$ cat config.mk
export PLATFORM = sky130hd
export DESIGN_NAME = fetch_entry_fifo
export DESIGN_NICKNAME = d
export VERILOG_FILES = /design/src/rtl/fetch_entry_fifo_pkg.sv /design/src/rtl/fetch_entry_fifo_ram.sv /design/src/rtl/fetch_entry_fifo.sv
export SDC_FILE = /design/constraint.sdc
export NUM_CORES = 1
export LEC_CHECK = 0
export BUFFER_PORTS_ARGS = -buffer_cell sky130_fd_sc_hd__buf_4
export CAP_MARGIN = 10
export CORE_ASPECT_RATIO = 0.5
export CORE_UTILIZATION = 52
export DETAILED_ROUTE_END_ITERATION = 16
export GPL_TIMING_DRIVEN = 0
export PLACE_DENSITY_LB_ADDON = 0.15
export SYNTH_ARGS = -nofsm -noshare
export SYNTH_HDL_FRONTEND = slang
export SYNTH_SLANG_ARGS = --single-unit
$ cat constraint.sdc
create_clock -name clk_i -period 18.95 [get_ports clk_i]
set_input_delay 1.895 -clock clk_i [delete_from_list [all_inputs] [get_ports clk_i]]
set_output_delay 1.895 -clock clk_i [all_outputs]
set_load 0.02 [all_outputs]
$ cat src/rtl/fetch_entry_fifo_pkg.sv
// Shared fetch-side types for the fetch entry FIFO.
// Entry layout, FIFO state encoding and default sizing.
package fetch_entry_fifo_pkg;

  localparam int unsigned FETCH_VLEN = 64;
  localparam int unsigned FETCH_XLEN = 64;
  localparam int unsigned FIFO_DEPTH = 4;

  typedef struct packed {
    logic [FETCH_VLEN-1:0] addr;
    logic [31:0]           instr;
    logic                  bp_taken;
    logic                  ex_valid;
    logic [FETCH_XLEN-1:0] ex_cause;
    logic [FETCH_XLEN-1:0] ex_tval;
  } fetch_fifo_entry_t;

  typedef enum logic {
    RUN  = 1'b0,
    HALT = 1'b1
  } fifo_state_e;

endpackage

$ cat src/rtl/fetch_entry_fifo_ram.sv
// Fetch entry storage: one write port, async read port.
// Contents are not reset; validity is tracked by the FIFO count.
module fetch_fifo_ram
  import fetch_entry_fifo_pkg::*;
#(
  parameter int unsigned DEPTH = FIFO_DEPTH,
  localparam int unsigned AW = $clog2(DEPTH)
) (
  input  logic              clk_i,
  input  logic              we_i,
  input  logic [AW-1:0]     waddr_i,
  input  fetch_fifo_entry_t wdata_i,
  input  logic [AW-1:0]     raddr_i,
  output fetch_fifo_entry_t rdata_o
);

  fetch_fifo_entry_t mem_q [DEPTH];

  always_ff @(posedge clk_i) begin
    if (we_i) begin
      mem_q[waddr_i] <= wdata_i;
    end
  end

  assign rdata_o = mem_q[raddr_i];

endmodule

$ cat src/rtl/fetch_entry_fifo.sv
// Fetch-to-decode decoupling FIFO; sinks fetches after a fault until flush.
// FETCH_ENTRY_FIFO_BYPASS_EN enables a zero-latency empty-FIFO bypass.
module fetch_entry_fifo
  import fetch_entry_fifo_pkg::*;
#(
  parameter int unsigned DEPTH = FIFO_DEPTH,
  parameter int unsigned VLEN  = FETCH_VLEN,
  parameter int unsigned XLEN  = FETCH_XLEN,
  localparam int unsigned AW = $clog2(DEPTH)
) (
  input  logic            clk_i,
  input  logic            rst_i,
  input  logic            flush_i,
  input  logic            in_valid_i,
  output logic            in_ready_o,
  input  logic [VLEN-1:0] in_addr_i,
  input  logic [31:0]     in_instr_i,
  input  logic            in_bp_taken_i,
  input  logic            in_ex_valid_i,
  input  logic [XLEN-1:0] in_ex_cause_i,
  input  logic [XLEN-1:0] in_ex_tval_i,
  output logic            out_valid_o,
  input  logic            out_ready_i,
  output logic [VLEN-1:0] out_addr_o,
  output logic [31:0]     out_instr_o,
  output logic            out_bp_taken_o,
  output logic            out_ex_valid_o,
  output logic [XLEN-1:0] out_ex_cause_o,
  output logic [XLEN-1:0] out_ex_tval_o,
  output logic [AW:0]     count_o
);

  if (VLEN != FETCH_VLEN || XLEN != FETCH_XLEN || DEPTH < 2 ||
      (1 << AW) != DEPTH) begin : g_bad_cfg
    $error("fetch_entry_fifo: unsupported DEPTH/VLEN/XLEN");
  end

  localparam logic [AW:0] FULL = (AW+1)'(DEPTH);

  fifo_state_e       state_q, state_d;
  logic [AW-1:0]     wptr_q, wptr_d;
  logic [AW-1:0]     rptr_q, rptr_d;
  logic [AW:0]       cnt_q, cnt_d;
  fetch_fifo_entry_t in_e, rd_e, head_e;
  logic              empty, accept, deq, byp, wr_en, rd_en;

  assign in_e = '{
    addr:     in_addr_i,
    instr:    in_instr_i,
    bp_taken: in_bp_taken_i,
    ex_valid: in_ex_valid_i,
    ex_cause: in_ex_cause_i,
    ex_tval:  in_ex_tval_i
  };

  assign empty      = (cnt_q == '0);
  assign in_ready_o = (state_q == HALT) | (cnt_q != FULL);
  assign accept     = in_valid_i & in_ready_o &
                      (state_q == RUN) & ~flush_i;

`ifdef FETCH_ENTRY_FIFO_BYPASS_EN
  assign byp = empty & (state_q == RUN) & ~flush_i & in_valid_i;
`else
  assign byp = 1'b0;
`endif

  assign out_valid_o = (~empty & ~flush_i) | byp;
  assign deq         = out_valid_o & out_ready_i;
  // A bypassed entry taken this cycle never touches storage
  assign wr_en       = accept & ~(byp & out_ready_i);
  assign rd_en       = deq & ~byp;

  assign head_e = byp   ? in_e :
                  empty ? '0   : rd_e;

  assign out_addr_o     = head_e.addr;
  assign out_instr_o    = head_e.instr;
  assign out_bp_taken_o = head_e.bp_taken;
  assign out_ex_valid_o = head_e.ex_valid;
  assign out_ex_cause_o = head_e.ex_cause;
  assign out_ex_tval_o  = head_e.ex_tval;
  assign count_o        = cnt_q;

  always_comb begin
    state_d = state_q;
    wptr_d  = wptr_q;
    rptr_d  = rptr_q;
    cnt_d   = cnt_q;
    unique case (1'b1)
      flush_i: begin
        state_d = RUN;
        wptr_d  = '0;
        rptr_d  = '0;
        cnt_d   = '0;
      end
      default: begin
        if (wr_en) wptr_d = wptr_q + 1'b1;
        if (rd_en) rptr_d = rptr_q + 1'b1;
        if (wr_en & ~rd_en) cnt_d = cnt_q + 1'b1;
        if (rd_en & ~wr_en) cnt_d = cnt_q - 1'b1;
        if (accept & in_ex_valid_i) state_d = HALT;
      end
    endcase
  end

  always_ff @(posedge clk_i or posedge rst_i) begin
    if (rst_i) begin
      state_q <= RUN;
      wptr_q  <= '0;
      rptr_q  <= '0;
      cnt_q   <= '0;
    end else begin
      state_q <= state_d;
      wptr_q  <= wptr_d;
      rptr_q  <= rptr_d;
      cnt_q   <= cnt_d;
    end
  end

  fetch_fifo_ram #(.DEPTH(DEPTH)) u_ram (
    .clk_i   (clk_i),
    .we_i    (wr_en),
    .waddr_i (wptr_q),
    .wdata_i (in_e),
    .raddr_i (rptr_q),
    .rdata_o (rd_e)
  );

  a_cnt_bound: assert property (
    @(posedge clk_i) disable iff (rst_i) cnt_q <= FULL);
  a_no_deq_empty: assert property (
    @(posedge clk_i) disable iff (rst_i) !(rd_en && empty));

endmodule

==> results.cfg, run 1 <==
[outcome]
outcome = completed

[setup_path]
cp-start-kind = flop
reg2regPathDepth = 10
cp-end-kind = output pin
r2r_end = u_ram.mem_q[3][114]
cp_max_fo = 10
r2r_setup_slack_ns = 15.46
crit_arrival_ns = 3.22
critPathCapture = out_ex_cause_o[54]
cp-startpoint = count_o[1]
r2r_start = state_q
worstSetupPathType = flop to output pin
required_ns = 17.06

[clock_network]
cts_tree = done
clock_latency_ns = 0.65
ctsHoldBuffers = 0
cts_resized = 0
cts_inserted_buffers = 79
cts-root-buf = clkbuf_16
cts.sinks = 912
htree_num_levels = 3
cts.clk_slew.worst_paths_ns = 0.07
post_cts_buffers = 0
clk_path_buf_depth = 3

[timing]
setup_viol = 0
min_period_over_period = 0.270
hold_viol_final = 0
period_minus_slack_ns = 5.12
setup-tns-final_ns = 0
tightest_slew_ns = 1.12
fmax_mhz = 195
slew_headroom = 0.249
report.final.slew_viol_count = 0
skew_ns = 0.0226
setup_ws_ns = 13.83
rsz0062_at_grt = false
hold_slack_ns = 0.558

[floorplanning]
core-area_um2 = 65400
die_w_um = 367
initial_core_util = 0.530
ios = 462
dieArea_um2 = 67700
die_h_um = 184
placementRows = 66

[min_path]
holdPathStages = 2
hp-class = flop to flop
min_from = state_q

[placed_design]
dp_worst_setup_slack_ns = 13.83
dpl-instance-area_um2 = 40500
io_buffer_count = 460
place.gp.congestion = 0.750
dp.final_hpwl_um = 49800

[logic_synthesis]
synth_seq_cells = 912
synth.distinct_cells = 30
syn_inst = 1500
avgSynthCellArea_um2 = 23.1
syn-num-nets = 1736
netlist_area_um2 = 34600
yosysWarnings = 0
seq_area_frac_synth = 0.790

[pwr]
peakVddDrop_mv = 0.0642
total_power_w = 0.00456
cellPowerDensity_nw_per_um2 = 106
p_leak_nw = 14.5

[cells_and_area]
finalNetCount = 2383
fill_cells = 4444
finalInstanceArea_um2 = 43000
drive_above_1_share = 0.428
areaGrowthSynthToFinish_pct = 24.0

[detailed_routing]
viasPerCell = 5.33
avgRoutedWirePerCell_um = 23.1
drc_errors = 0
ant_nets = 0
firstDrtPassIters = 5
first_iter_violations = 1222
routed_wl_um = 71500
vias = 16500

[global_routing]
grt_pass1_vias = 17400
grt_overflow = 0
grt_pass1_wl_um = 105000
antenna_found_initial = 4
track_usage = 0.212
grt_start_max_net_pins = 16

[flow_run]
drv_cap = 0
## kinds of logic after synthesis
family | after synthesis | synth area share
xor+xnor | 4 | 0.00101
flops | 912 | 0.790
simple gates | 255 | 0.0452
mux | 226 | 0.147
buf+inv | 84 | 0.0127
compound gates | 14 | 0.00249
fa+ha+maj | 5 | 0.00202
## power breakdown
part / switching [W] / internal, W / leakage, nW
sequential: 0.0000129 / 0.00228 / 8.30
combinational: 0.000375 / 0.000322 / 4.97
clock: 0.000703 / 0.000869 / 1.20
total: 0.00109 / 0.00347 / 14.5
## worst max-delay path: stages, from the launching register on
cell	delay, ns
dfrtp_1	0.49
nor3_1	0.25
buf_2	0.44
buf_2	0.55
clkbuf_1	0.48
nor2b_1	0.14
buf_4	0.19
## area by class of cell
class	instances	area (um^2)	area share
well taps	884	1110	0.0258
flip-flops and latches	912	27300	0.637
diodes	4	10.0	0.000233
clock buffers	100	2140	0.0498
repair buffers	566	4710	0.110
inverters	5	18.8	0.000437
multi-input cells	504	6870	0.160
clock inverters	41	333	0.00775
plain buffers	79	422	0.00982
## per-stage QoR
| stage | cells | utilization |
|---|---|---|
| after floorplan | 1500 | - |
| after global placement | 2844 | 0.599 |
| after detailed placement | 2950 | 0.619 |
| after CTS | 3091 | 0.657 |
| after global routing | 3094 | 0.657 |
| final | 3095 | 0.657 |
## routing by layer
| metal | GRT usage | vias up | share of wire |
|---|---|---|---|
| met5 | 0 | - | 0 |
| met4 | 0.0700 | 0 | 0.028 |
| met3 | 0.0427 | 110 | 0.038 |
| met2 | 0.386 | 307 | 0.56 |
| met1 | 0.254 | 8633 | 0.38 |
| li1 | - | 7461 | - |
## cells in the mapped netlist
cell         n  area [um^2]
o31ai_1      1         7.51
buf_1        9         33.8
o2111ai_1    1         8.76
o21ai_0      2         10.0
and3_1       1         6.26
nor2_1       8         30.0
clkbuf_1    28          105
or2_2        1         6.26
buf_2       19         95.1
buf_6        4         45.0
nor2b_1    227         1420
nor3b_1      4         30.0
nand2b_1     2         12.5
inv_1        5         18.8
or4_1        1         7.51
nand3_1      2         10.0
o31a_1       1         8.76
xnor2_1      4         35.0
dfrtp_1      8          200
buf_4       19          143
o221ai_1     1         8.76
mux4_2     226         5090
nor3_1       2         10.0
a31oi_1      2         12.5
or3b_2       1         8.76
a21oi_1      6         30.0
edfxtp_1   904        27100
ha_1         4         50.1
nand2_1      6         22.5
fa_1         1         20.0
## worst min path at each step
stage	endpoint	slack [ns]
finish	state_q	0.56
global route	wptr_q[1]	0.62
CTS	state_q	0.57
detailed placement	state_q	0.54
global placement	state_q	0.52
floorplan	state_q	0.49
## layout by cell type, fill, tap and decap left out, drive strengths merged, types with 2 or more instances in the layout
cell      instances
clkbuf          128
clkinvlp          2
nand2b            2
edfxtp          904
xnor2             4
nor3b             4
bufinv            5
nor2              8
nand2             6
nand3             2
nor2b           227
a31oi             2
ha                4
nor3              2
mux4            226
o21ai             2
buf             617
diode             4
inv               8
a21oi             6
dfrtp             8
clkinv           31
## sequential cells by signal (all words and copies together) (netlist names)
signal       flops
wptr_q           2
u_ram.mem_q    904
count_o          3
rptr_q           2
state_q          1
Note: power is estimated with default switching activity, not from simulation.
==> run 2, diff against run 1 <==
Settings changed: CORE_UTILIZATION 52 to 57.
Clock period 18.95 ns to 4.8 ns, I/O delays scaled along.
==> run 2 against run 1 <==
Against the previous run: final area up 0.17%; critical path depth unchanged; worst setup slack lost 13 ns; die area down 8.7%; first-iteration DRC count decreased by 9.7%; critical endpoint is now out_instr_o[18]; largest power group unchanged.
==> results.cfg, run 2 (synthesis results as in run 1) <==
[flow_run]
drv_cap = 0

[cells_and_area]
fill_cells = 3644
layout_common_cells = 904 x edfxtp_1, 479 x buf_4, 227 x nor2b_1
areaGrowthSynthToFinish_pct = 24.2
layout_commonest_cell = edfxtp_1
largest_reg_flops = 904
finalNetCount = 2345
drive_above_1_share = 0.421
utilization = 0.722
regMostFlops = u_ram.mem_q

[timing]
tightest_slew_ns = 0.904
report.final.slew_viol_count = 0
skew_ns = 0.0146
rsz0062_at_grt = false
min_period_over_period = 0.775
hold_viol_final = 0
setup_viol = 0
period_minus_slack_ns = 3.72
slew_headroom = 0.397
setup-tns-final_ns = 0
fmax_mhz = 269

[detailed_routing]
avgRoutedWirePerCell_um = 23.8
drc_errors = 0
ant_nets = 0
firstDrtPassIters = 5
routed_wl_um = 71300
first_iter_violations = 1104
viasPerCell = 5.54
vias = 16600

[clock_network]
cts.sinks = 912
cts-root-buf = clkbuf_16
cts_tree = done
cts.clk_slew.worst_paths_ns = 0.07
clock_latency_ns = 0.61
cts_inserted_buffers = 78
clk_path_buf_depth = 3
htree_num_levels = 3
post_cts_buffers = 0

[setup_path]
required_ns = 4.32
cp-end-kind = output pin
cp_max_fo = 10
reg2regPathDepth = 10
worstSetupPathType = flop to output pin
cp-start-kind = flop
r2r_setup_slack_ns = 1.72
crit_arrival_ns = 3.24

[pwr]
share_seq_of_total_power = 0.501
combPwrFrac = 0.154
cellPowerDensity_nw_per_um2 = 420
p_switching_w = 0.00431
p_clk_frac = 0.345
p_sw_frac = 0.238
peakVddDrop_mv = 0.356
intPower_w = 0.0138
p_leak_nw = 14.5

[floorplanning]
dieArea_um2 = 61800
core-area_um2 = 59600
die_h_um = 176
ios = 462
die_w_um = 351
initial_core_util = 0.581
placementRows = 63

[global_routing]
grt_overflow = 0
grt_pass1_wl_um = 106000
track_usage = 0.233
grt_start_max_net_pins = 18
antenna_found_initial = 9
grt_pass1_vias = 17700

[min_path]
hp-class = primary input to flop
holdPathStages = 1

[placed_design]
io_buffer_count = 460
dp.final_hpwl_um = 48200
place.gp.congestion = 0.786

[outcome]
outcome = completed
## run 2: changes by cell type in the layout (fill, tap and decap cells not counted), moves of 3 or more
cell      previous run  this run
clkinv_2            10        13
nor3b_4              0         4
buf_6               89         6
diode_2              4         8
buf_8               19        42
clkinv_1            20        16
nor3b_2              4         0
buf_16               0        25
## run 2: layout make-up
cell class | instances | area (um^2) | share of cell area
multi-input combinational | 504 | 6910 | 0.161
antenna | 8 | 20.0 | 0.000465
clock inverter | 43 | 403 | 0.00936
buffer | 79 | 429 | 0.00997
sequential | 912 | 27300 | 0.636
inverter | 5 | 18.8 | 0.000436
tap | 812 | 1020 | 0.0236
clock buffer | 98 | 2090 | 0.0486
timing repair buffer | 529 | 4790 | 0.111
## run 2: final timing paths
check,from,to
setup / recovery,count_o[1],out_instr_o[18]
hold / removal,in_addr_i[28],u_ram.mem_q[2][190]
setup reg to reg,count_o[2],u_ram.mem_q[3][49]
hold reg to reg,state_q,state_q
max in group asynchronous,rst_i,count_o[2]
min in group asynchronous,rst_i,count_o[0]
## run 2: repair_timing
action	4_1_cts	5_1_grt
hold buffers	1	0
setup endpoints to repair	0	0
hold endpoints to repair	8	0
gates resized for setup	0	0
## run 2: critical path: stages, from the launching register on
cell,delay [ns]
dfrtp_1,0.50
nor3_1,0.36
buf_2,0.48
buf_2,0.49
clkbuf_1,0.48
nor2b_1,0.12
buf_4,0.19
## run 2: through the flow
step / total power (W) / hold WS (ns) / instances / setup slack [ns] / area (um^2)
5_1_grt: 0.0187 / 0.0357 / 2990 / 0.870 / 43000
6_report: 0.0181 / 0.0645 / 2990 / 1.08 / 43000
2_1_floorplan: 0.0109 / 0.296 / 1500 / -2.28 / 34700
3_5_place_dp: 0.0121 / 0.468 / 2840 / 1.52 / 40500
4_1_cts: 0.0183 / 0.0263 / 2982 / 0.974 / 43000
3_3_place_gp: 0.0120 / 0.455 / 2772 / -6.73 / 39200
## run 2: power groups by stage
stage                     sequential, W  combinational [W]  clock (W)
after CTS                       0.00906            0.00283    0.00636
after detailed placement        0.00923            0.00282          0
after floorplan                 0.00926            0.00160          0
after global placement          0.00930            0.00268          0
final                           0.00906            0.00278    0.00624
after global routing            0.00907            0.00296    0.00666
## run 2: per-layer routing
metal | part of all wire | vias to the layer above | track usage
li1 | - | 7401 | -
met1 | 0.37 | 8677 | 0.282
met2 | 0.55 | 359 | 0.424
met3 | 0.042 | 130 | 0.0412
met4 | 0.031 | 0 | 0.0819
met5 | 0 | - | 0
